**config.mk**
```make
export PLATFORM = sky130hd
export DESIGN_NAME = fitness_eval_ctrl_flat
export DESIGN_NICKNAME = d
export VERILOG_FILES = /design/src/rtl/fitness_eval_ctrl_if.sv /design/src/rtl/fitness_eval_ctrl.sv /design/src/flat_wrapper.sv
export SDC_FILE = /design/constraint.sdc
export NUM_CORES = 1
export LEC_CHECK = 0
export BUFFER_PORTS_ARGS = -buffer_cell sky130_fd_sc_hd__buf_2
export CAP_MARGIN = 30
export CORE_UTILIZATION = 50
export DETAILED_ROUTE_END_ITERATION = 10
export GPL_TIMING_DRIVEN = 0
export PLACE_DENSITY = 0.81
export SKIP_CTS_REPAIR_TIMING = 1
export SYNTH_ARGS = -nofsm -noshare
export SYNTH_HDL_FRONTEND = slang
export SYNTH_SLANG_ARGS = --single-unit
```
**constraint.sdc**
```tcl
create_clock -name clk_i -period 4 [get_ports clk_i]
set_clock_uncertainty 0.2 [all_clocks]
set_input_delay 0.6 -clock clk_i [delete_from_list [all_inputs] [get_ports clk_i]]
set_output_delay 0.6 -clock clk_i [all_outputs]
set_load 0.05 [all_outputs]
```
**src/rtl/fitness_eval_ctrl_if.sv**
```systemverilog
// Bus between the fitness sequencer and its environment: GA control,
// population/fitness memories and the fitness evaluator.
// Signal suffixes (_i/_o) are from the sequencer's point of view.
interface fitness_eval_ctrl_if #(
  parameter int ADDR_WIDTH               = 6,
  parameter int INDIVIDUAL_LENGTH        = 22,
  parameter int SELF_ENERGY_VEC_LENGTH   = 12,
  parameter int INTERATION_MATRIX_LENGTH = 36,
  parameter int SELF_FIT_LENGTH          = 10
);
  logic                                start_i;
  logic                                bank_sel_i;
  logic [SELF_ENERGY_VEC_LENGTH-1:0]   self_energy_vec_i;
  logic [INTERATION_MATRIX_LENGTH-1:0] interact_matrix_i;
  logic                                pop_rd_en_o;
  logic [ADDR_WIDTH-1:0]               pop_rd_addr_o;
  logic [INDIVIDUAL_LENGTH-1:0]        pop_rd_data_i;
  logic                                eval_set_data_o;
  logic [SELF_ENERGY_VEC_LENGTH-1:0]   eval_self_energy_o;
  logic [INTERATION_MATRIX_LENGTH-1:0] eval_interact_o;
  logic                                eval_in_valid_o;
  logic [INDIVIDUAL_LENGTH-1:0]        eval_ind_vec_o;
  logic                                eval_ind_idx_o;
  logic                                eval_out_valid_i;
  logic [SELF_FIT_LENGTH-1:0]          eval_total_energy_i;
  logic                                eval_ind_wb_idx_i;
  logic                                fit_wr_en_o;
  logic                                fit_wr_bank_o;
  logic [ADDR_WIDTH-1:0]               fit_wr_addr_o;
  logic [SELF_FIT_LENGTH-1:0]          fit_wr_data_o;
  logic [SELF_FIT_LENGTH-1:0]          best_energy_o;
  logic [ADDR_WIDTH-1:0]               best_idx_o;
  logic                                busy_o;
  logic                                done_o;
  logic                                err_o;

  // sequencer side
  modport master (
    input  start_i, bank_sel_i, self_energy_vec_i, interact_matrix_i,
           pop_rd_data_i, eval_out_valid_i, eval_total_energy_i, eval_ind_wb_idx_i,
    output pop_rd_en_o, pop_rd_addr_o, eval_set_data_o, eval_self_energy_o,
           eval_interact_o, eval_in_valid_o, eval_ind_vec_o, eval_ind_idx_o,
           fit_wr_en_o, fit_wr_bank_o, fit_wr_addr_o, fit_wr_data_o,
           best_energy_o, best_idx_o, busy_o, done_o, err_o
  );

  // environment side
  modport slave (
    output start_i, bank_sel_i, self_energy_vec_i, interact_matrix_i,
           pop_rd_data_i, eval_out_valid_i, eval_total_energy_i, eval_ind_wb_idx_i,
    input  pop_rd_en_o, pop_rd_addr_o, eval_set_data_o, eval_self_energy_o,
           eval_interact_o, eval_in_valid_o, eval_ind_vec_o, eval_ind_idx_o,
           fit_wr_en_o, fit_wr_bank_o, fit_wr_addr_o, fit_wr_data_o,
           best_energy_o, best_idx_o, busy_o, done_o, err_o
  );
endinterface

```
**src/rtl/fitness_eval_ctrl.sv**
```systemverilog
// Fitness evaluation sequencer: loads the energy tables into the evaluator,
// streams every individual of the selected bank through it, writes each
// returned energy to fitness memory and tracks the minimum-energy individual.
module fitness_eval_ctrl #(
  parameter int POP_SIZE                 = 50,
  parameter int ADDR_WIDTH               = 6,
  parameter int INDIVIDUAL_LENGTH        = 22,
  parameter int SELF_ENERGY_VEC_LENGTH   = 12,
  parameter int INTERATION_MATRIX_LENGTH = 36,
  parameter int SELF_FIT_LENGTH          = 10,
  parameter int TIMEOUT                  = 15
) (
  input logic clk_i,
  input logic rst_i,
  fitness_eval_ctrl_if.master bus
);
  localparam int WD_W = $clog2(TIMEOUT + 1);
  localparam logic [ADDR_WIDTH-1:0] LAST_ADDR = ADDR_WIDTH'(POP_SIZE - 1);
  localparam logic [ADDR_WIDTH-1:0] POP_CNT   = ADDR_WIDTH'(POP_SIZE);
  localparam logic [WD_W-1:0]       WD_LAST   = WD_W'(TIMEOUT - 1);

  typedef enum logic [2:0] {S_IDLE, S_CFG, S_ISSUE, S_DRAIN, S_DONE} state_t;

  state_t                              state_q, state_d;
  logic [ADDR_WIDTH-1:0]               issue_cnt_q, issue_cnt_d;
  logic [ADDR_WIDTH-1:0]               res_cnt_q, res_cnt_d;
  logic [WD_W-1:0]                     wd_q, wd_d;
  logic [SELF_ENERGY_VEC_LENGTH-1:0]   se_q, se_d;
  logic [INTERATION_MATRIX_LENGTH-1:0] im_q, im_d;
  logic                                bank_q, bank_d;
  logic                                in_vld_q, in_vld_d;
  logic                                wr_en_q, wr_en_d;
  logic                                wr_bank_q, wr_bank_d;
  logic [ADDR_WIDTH-1:0]               wr_addr_q, wr_addr_d;
  logic [SELF_FIT_LENGTH-1:0]          wr_data_q, wr_data_d;
  logic [SELF_FIT_LENGTH-1:0]          best_e_q, best_e_d;
  logic [ADDR_WIDTH-1:0]               best_idx_q, best_idx_d;
  logic                                err_q, err_d;
  logic                                res_ok;

  // results only count while a pass is streaming or draining
  assign res_ok = bus.eval_out_valid_i && (state_q == S_ISSUE || state_q == S_DRAIN);

  // next-state, counters, capture, result write-back and best tracking
  always_comb begin
    state_d     = state_q;
    issue_cnt_d = issue_cnt_q;
    res_cnt_d   = res_cnt_q;
    wd_d        = wd_q;
    se_d        = se_q;
    im_d        = im_q;
    bank_d      = bank_q;
    in_vld_d    = (state_q == S_ISSUE);
    wr_en_d     = 1'b0;
    wr_bank_d   = wr_bank_q;
    wr_addr_d   = wr_addr_q;
    wr_data_d   = wr_data_q;
    best_e_d    = best_e_q;
    best_idx_d  = best_idx_q;
    err_d       = err_q;

    case (state_q)
      S_IDLE: if (bus.start_i) begin
        state_d     = S_CFG;
        se_d        = bus.self_energy_vec_i;
        im_d        = bus.interact_matrix_i;
        bank_d      = bus.bank_sel_i;
        issue_cnt_d = '0;
        res_cnt_d   = '0;
        wd_d        = '0;
        best_e_d    = '1;
        best_idx_d  = '0;
        err_d       = 1'b0;
      end
      S_CFG:   state_d = S_ISSUE;
      S_ISSUE: begin
        if (issue_cnt_q == LAST_ADDR) state_d = S_DRAIN;
        else issue_cnt_d = issue_cnt_q + ADDR_WIDTH'(1);
      end
      S_DRAIN: begin
        if (res_cnt_q == POP_CNT) begin
          state_d = S_DONE;
        end else if (wd_q == WD_LAST) begin
          err_d   = 1'b1;
          state_d = S_DONE;
        end else begin
          wd_d = wd_q + WD_W'(1);
        end
      end
      S_DONE:  state_d = S_IDLE;
      default: state_d = S_IDLE;
    endcase

    // strict less-than keeps the earlier index on ties
    if (res_ok) begin
      if (res_cnt_q < POP_CNT) begin
        wr_en_d   = 1'b1;
        wr_addr_d = res_cnt_q;
        wr_data_d = bus.eval_total_energy_i;
        wr_bank_d = bus.eval_ind_wb_idx_i;
        res_cnt_d = res_cnt_q + ADDR_WIDTH'(1);
        if (bus.eval_total_energy_i < best_e_q) begin
          best_e_d   = bus.eval_total_energy_i;
          best_idx_d = res_cnt_q;
        end
      end else begin
        err_d = 1'b1;
      end
    end
  end

  // state and datapath registers, synchronous reset aborts any pass
  always_ff @(posedge clk_i) begin
    if (rst_i) begin
      state_q     <= S_IDLE;
      issue_cnt_q <= '0;
      res_cnt_q   <= '0;
      wd_q        <= '0;
      se_q        <= '0;
      im_q        <= '0;
      bank_q      <= 1'b0;
      in_vld_q    <= 1'b0;
      wr_en_q     <= 1'b0;
      wr_bank_q   <= 1'b0;
      wr_addr_q   <= '0;
      wr_data_q   <= '0;
      best_e_q    <= '1;
      best_idx_q  <= '0;
      err_q       <= 1'b0;
    end else begin
      state_q     <= state_d;
      issue_cnt_q <= issue_cnt_d;
      res_cnt_q   <= res_cnt_d;
      wd_q        <= wd_d;
      se_q        <= se_d;
      im_q        <= im_d;
      bank_q      <= bank_d;
      in_vld_q    <= in_vld_d;
      wr_en_q     <= wr_en_d;
      wr_bank_q   <= wr_bank_d;
      wr_addr_q   <= wr_addr_d;
      wr_data_q   <= wr_data_d;
      best_e_q    <= best_e_d;
      best_idx_q  <= best_idx_d;
      err_q       <= err_d;
    end
  end

  assign bus.pop_rd_en_o        = (state_q == S_ISSUE);
  assign bus.pop_rd_addr_o      = issue_cnt_q;
  assign bus.eval_set_data_o    = (state_q == S_CFG);
  assign bus.eval_self_energy_o = se_q;
  assign bus.eval_interact_o    = im_q;
  assign bus.eval_in_valid_o    = in_vld_q;
  // memory data is passed straight through, zeroed when no read is returning
  assign bus.eval_ind_vec_o     = in_vld_q ? bus.pop_rd_data_i : {INDIVIDUAL_LENGTH{1'b0}};
  assign bus.eval_ind_idx_o     = bank_q;
  assign bus.fit_wr_en_o        = wr_en_q;
  assign bus.fit_wr_bank_o      = wr_bank_q;
  assign bus.fit_wr_addr_o      = wr_addr_q;
  assign bus.fit_wr_data_o      = wr_data_q;
  assign bus.best_energy_o      = best_e_q;
  assign bus.best_idx_o         = best_idx_q;
  assign bus.busy_o             = (state_q != S_IDLE);
  assign bus.done_o             = (state_q == S_DONE);
  assign bus.err_o              = err_q;
endmodule

```
**src/flat_wrapper.sv**
```systemverilog
// flat-port wrapper written by rule: the top's interface ports become plain ports
module fitness_eval_ctrl_flat 
#(
  parameter int POP_SIZE                 = 50,
  parameter int ADDR_WIDTH               = 6,
  parameter int INDIVIDUAL_LENGTH        = 22,
  parameter int SELF_ENERGY_VEC_LENGTH   = 12,
  parameter int INTERATION_MATRIX_LENGTH = 36,
  parameter int SELF_FIT_LENGTH          = 10,
  parameter int TIMEOUT                  = 15
)
  (clk_i, rst_i, bus_start_i, bus_bank_sel_i, bus_self_energy_vec_i, bus_interact_matrix_i, bus_pop_rd_data_i, bus_eval_out_valid_i, bus_eval_total_energy_i, bus_eval_ind_wb_idx_i, bus_pop_rd_en_o, bus_pop_rd_addr_o, bus_eval_set_data_o, bus_eval_self_energy_o, bus_eval_interact_o, bus_eval_in_valid_o, bus_eval_ind_vec_o, bus_eval_ind_idx_o, bus_fit_wr_en_o, bus_fit_wr_bank_o, bus_fit_wr_addr_o, bus_fit_wr_data_o, bus_best_energy_o, bus_best_idx_o, bus_busy_o, bus_done_o, bus_err_o);
  fitness_eval_ctrl_if #(.ADDR_WIDTH(ADDR_WIDTH), .INDIVIDUAL_LENGTH(INDIVIDUAL_LENGTH), .SELF_ENERGY_VEC_LENGTH(SELF_ENERGY_VEC_LENGTH), .INTERATION_MATRIX_LENGTH(INTERATION_MATRIX_LENGTH), .SELF_FIT_LENGTH(SELF_FIT_LENGTH)) bus_i ();
  input logic clk_i;
  input logic rst_i;
  input wire logic [$bits(bus_i.start_i)-1:0] bus_start_i;
  input wire logic [$bits(bus_i.bank_sel_i)-1:0] bus_bank_sel_i;
  input wire logic [$bits(bus_i.self_energy_vec_i)-1:0] bus_self_energy_vec_i;
  input wire logic [$bits(bus_i.interact_matrix_i)-1:0] bus_interact_matrix_i;
  input wire logic [$bits(bus_i.pop_rd_data_i)-1:0] bus_pop_rd_data_i;
  input wire logic [$bits(bus_i.eval_out_valid_i)-1:0] bus_eval_out_valid_i;
  input wire logic [$bits(bus_i.eval_total_energy_i)-1:0] bus_eval_total_energy_i;
  input wire logic [$bits(bus_i.eval_ind_wb_idx_i)-1:0] bus_eval_ind_wb_idx_i;
  output wire logic [$bits(bus_i.pop_rd_en_o)-1:0] bus_pop_rd_en_o;
  output wire logic [$bits(bus_i.pop_rd_addr_o)-1:0] bus_pop_rd_addr_o;
  output wire logic [$bits(bus_i.eval_set_data_o)-1:0] bus_eval_set_data_o;
  output wire logic [$bits(bus_i.eval_self_energy_o)-1:0] bus_eval_self_energy_o;
  output wire logic [$bits(bus_i.eval_interact_o)-1:0] bus_eval_interact_o;
  output wire logic [$bits(bus_i.eval_in_valid_o)-1:0] bus_eval_in_valid_o;
  output wire logic [$bits(bus_i.eval_ind_vec_o)-1:0] bus_eval_ind_vec_o;
  output wire logic [$bits(bus_i.eval_ind_idx_o)-1:0] bus_eval_ind_idx_o;
  output wire logic [$bits(bus_i.fit_wr_en_o)-1:0] bus_fit_wr_en_o;
  output wire logic [$bits(bus_i.fit_wr_bank_o)-1:0] bus_fit_wr_bank_o;
  output wire logic [$bits(bus_i.fit_wr_addr_o)-1:0] bus_fit_wr_addr_o;
  output wire logic [$bits(bus_i.fit_wr_data_o)-1:0] bus_fit_wr_data_o;
  output wire logic [$bits(bus_i.best_energy_o)-1:0] bus_best_energy_o;
  output wire logic [$bits(bus_i.best_idx_o)-1:0] bus_best_idx_o;
  output wire logic [$bits(bus_i.busy_o)-1:0] bus_busy_o;
  output wire logic [$bits(bus_i.done_o)-1:0] bus_done_o;
  output wire logic [$bits(bus_i.err_o)-1:0] bus_err_o;
  assign bus_i.start_i = bus_start_i;
  assign bus_i.bank_sel_i = bus_bank_sel_i;
  assign bus_i.self_energy_vec_i = bus_self_energy_vec_i;
  assign bus_i.interact_matrix_i = bus_interact_matrix_i;
  assign bus_i.pop_rd_data_i = bus_pop_rd_data_i;
  assign bus_i.eval_out_valid_i = bus_eval_out_valid_i;
  assign bus_i.eval_total_energy_i = bus_eval_total_energy_i;
  assign bus_i.eval_ind_wb_idx_i = bus_eval_ind_wb_idx_i;
  assign bus_pop_rd_en_o = bus_i.pop_rd_en_o;
  assign bus_pop_rd_addr_o = bus_i.pop_rd_addr_o;
  assign bus_eval_set_data_o = bus_i.eval_set_data_o;
  assign bus_eval_self_energy_o = bus_i.eval_self_energy_o;
  assign bus_eval_interact_o = bus_i.eval_interact_o;
  assign bus_eval_in_valid_o = bus_i.eval_in_valid_o;
  assign bus_eval_ind_vec_o = bus_i.eval_ind_vec_o;
  assign bus_eval_ind_idx_o = bus_i.eval_ind_idx_o;
  assign bus_fit_wr_en_o = bus_i.fit_wr_en_o;
  assign bus_fit_wr_bank_o = bus_i.fit_wr_bank_o;
  assign bus_fit_wr_addr_o = bus_i.fit_wr_addr_o;
  assign bus_fit_wr_data_o = bus_i.fit_wr_data_o;
  assign bus_best_energy_o = bus_i.best_energy_o;
  assign bus_best_idx_o = bus_i.best_idx_o;
  assign bus_busy_o = bus_i.busy_o;
  assign bus_done_o = bus_i.done_o;
  assign bus_err_o = bus_i.err_o;
  fitness_eval_ctrl #(.POP_SIZE(POP_SIZE), .ADDR_WIDTH(ADDR_WIDTH), .INDIVIDUAL_LENGTH(INDIVIDUAL_LENGTH), .SELF_ENERGY_VEC_LENGTH(SELF_ENERGY_VEC_LENGTH), .INTERATION_MATRIX_LENGTH(INTERATION_MATRIX_LENGTH), .SELF_FIT_LENGTH(SELF_FIT_LENGTH), .TIMEOUT(TIMEOUT)) u_core (.clk_i(clk_i), .rst_i(rst_i), .bus(bus_i));
endmodule
```
==> results.tsv <==
metric	value	unit
min_period	2.52	ns
io_pins	203	
grt_overflow	0	
slew_violations	0	
p_per_area	381	nW/µm²
grt_start_max_net_pins	17	
synth_top_area_share	47.6	%
cp.required	3.20	ns
start_util	52.4	%
synth_seq_cells	104	
cap_viol_max_count	0	
dr_wl_met3	976	µm
wl_per_cell	13.7	µm
holdWs	0.257	ns
setup_viol	0	
wirelength	11800	µm
async_reset_ff_share	0	%
detail-route-antenna-nets	0	
hold_viol	0	
worst_pin_slew	0.671	ns
synth_warnings	0	
crit_chain	buf_2 > or3b_1 > inv_2 > buf_2	
cp.arrival	1.72	ns
die_h	95.5	µm
die_w	95.5	µm
utilization	68.3	%
hpwl	9100	µm
root_buffer	clkbuf_8	
max_slew_margin	55.1	%
topRoutingLayerUsed	met4	
fin_crit_sh	63.1	%
yosys_most_used_dff	dfxtp_1	
track_usage	25.4	%
syn-num-nets	635	
leakagePower	2.75	nW
synth_commonest_cells	140 x nand2_1, 104 x dfxtp_1, 76 x a21oi_1	
avgSynthCellArea	8.19	µm²
cts.reportedPaths.clkPinSlew	0.09	ns
coreArea	8340	µm²
vdd_drop_max	0.000292	V
grt_antenna_before_repair	0	
cp_common_cell	buf_2	
gp_congestion	0.880	
yosys.area.top_type	dfxtp_1	
slowest_stage	or3b_1	
htree_levels	3	
yosys-top-cells-area	dfxtp_1 48%, nand2_1 12%, a21oi_1 8.7%, ha_1 4.3%, nor2_1 3.8%	
portBuffers	201	
placementRows	33	
drive_gt1_share	30.2	%
end_kind	output pin	
syn-cell-area	4370	µm²
numCtsBuffers	9	
timing.setup.tns	0	ns
ys_seq_area_share	47.6	%
dr_total_vias	4384	
die_area	9120	µm²
cts_buffer_depth	2	
dr.first_iter.drc_count	179	
viasPerCell	5.12	
synth.distinct_cells	43	
hp-class	flop to flop	
power	2.17	mW
placed_area	5510	µm²
start_kind	flop	
grt_pass1_wl	18200	µm
critPathKind	flop to output pin	
route.met2.wl	5900	µm
design_area	5700	µm²
first_pass_iters	5	
syn_to_final_growth	30.4	%
synth_most_common_cell	nand2_1	
critical_path.max_stage_delay	0.44	ns
rsz0062_at_grt	false	
synth_cells	534	
cts_tree	yes	
outcome	finished, final reports clean	
n_antenna_cell	0	
fin_nets	847	
worstSkewPairLatency	0.36	ns
wl_met1	4750	µm
clock_sinks	104	
drc	0	
grt_pass1_vias	4123	
cp_max_fo	8	
max_freq	396	MHz
synth-edff-count	0	
n_fill_cell	737	
[registers in the layout, summed over array words and instances, names as in the netlist, 3 cells and up]
signal,flops
u_core.bus.eval_interact_o,36
u_core.bus.fit_wr_data_o,10
u_core.bus.best_idx_o,6
u_core.wd_q,4
u_core.bus.fit_wr_addr_o,6
u_core.state_q,3
u_core.bus.eval_self_energy_o,12
u_core.res_cnt_q,6
u_core.bus.pop_rd_addr_o,6
u_core.bus.best_energy_o,10
[routing by layer]
| metal | up-vias | global-route usage [%] |
|---|---|---|
| met5 | - | 0 |
| met4 | 0 | 8.46 |
| met3 | 13 | 5.58 |
| li1 | 2180 | - |
| met2 | 173 | 46.0 |
| met1 | 2018 | 29.3 |
[final timing paths]
check / from / end / slack (ns) / cells after the start
worst max-delay path: u_core.state_q[1] / bus_pop_rd_en_o / 1.48 / 4
worst min-delay path: u_core.bus.fit_wr_data_o[5] / u_core.bus.fit_wr_data_o[5] / 0.26 / 2
worst max register to register: u_core.bus.best_energy_o[5] / u_core.bus.best_idx_o[1] / 1.64 / 7
worst min register to register: u_core.bus.fit_wr_data_o[5] / u_core.bus.fit_wr_data_o[5] / 0.26 / 2
[final cells by class]
class	count	area, µm²	area share [%]
plain buffers	34	144	2.52
repair buffers	201	1010	17.6
multi-input cells	378	2080	36.5
clock inverters	4	55.1	0.966
clock buffers	12	135	2.37
well taps	105	131	2.30
flip-flops and latches	104	2080	36.5
inverters	18	67.6	1.19
[metrics by stage]
stage / cells / setup slack, ns
finish: 856 / 1.48
global route: 856 / 1.42
CTS: 856 / 1.48
detailed placement: 840 / 1.34
global placement: 840 / 1.39
floorplan: 534 / 1.54
[power breakdown]
part	total, mW	internal [mW]	leakage (nW)	switching [mW]
Combinational	0.420	0.114	1.81	0.307
Clock	0.652	0.293	0.0908	0.358
Sequential	1.10	1.08	0.847	0.0236
[cells by family after synthesis]
family / share of synthesized area, %
compound gates: 13.4
xor+xnor: 1.00
fa+ha+maj: 4.29
buf+inv: 4.84
flops: 47.6
mux: 3.66
simple gates: 25.2
[placed cells by master (no fill, tap or decap), types with 2 or more instances in the layout]
cell type,Yosys,layout
nand2_1,140,140
a31oi_1,3,3
o31ai_1,4,4
nand4_1,6,6
ha_1,15,15
a211oi_1,4,4
nand3b_1,3,3
o21ai_0,2,2
nor3_1,4,4
clkbuf_1,26,29
nand3_1,4,4
mux2i_1,16,16
xor2_1,4,4
and2_1,23,23
and3_1,2,2
nand2b_1,8,8
buf_1,3,3
clkbuf_8,0,9
a21oi_1,76,76
clkinv_4,0,2
nor3b_1,2,2
nor2_1,44,44
dfxtp_1,104,104
inv_1,17,17
buf_2,4,205
[critical path: cells and delay by family, from the launching register on]
family / cells / cell delay [ns]
flops: 1 / 0.32
buf+inv: 3 / 0.61
simple gates: 1 / 0.44
Note: power is estimated with default switching activity, not from simulation.
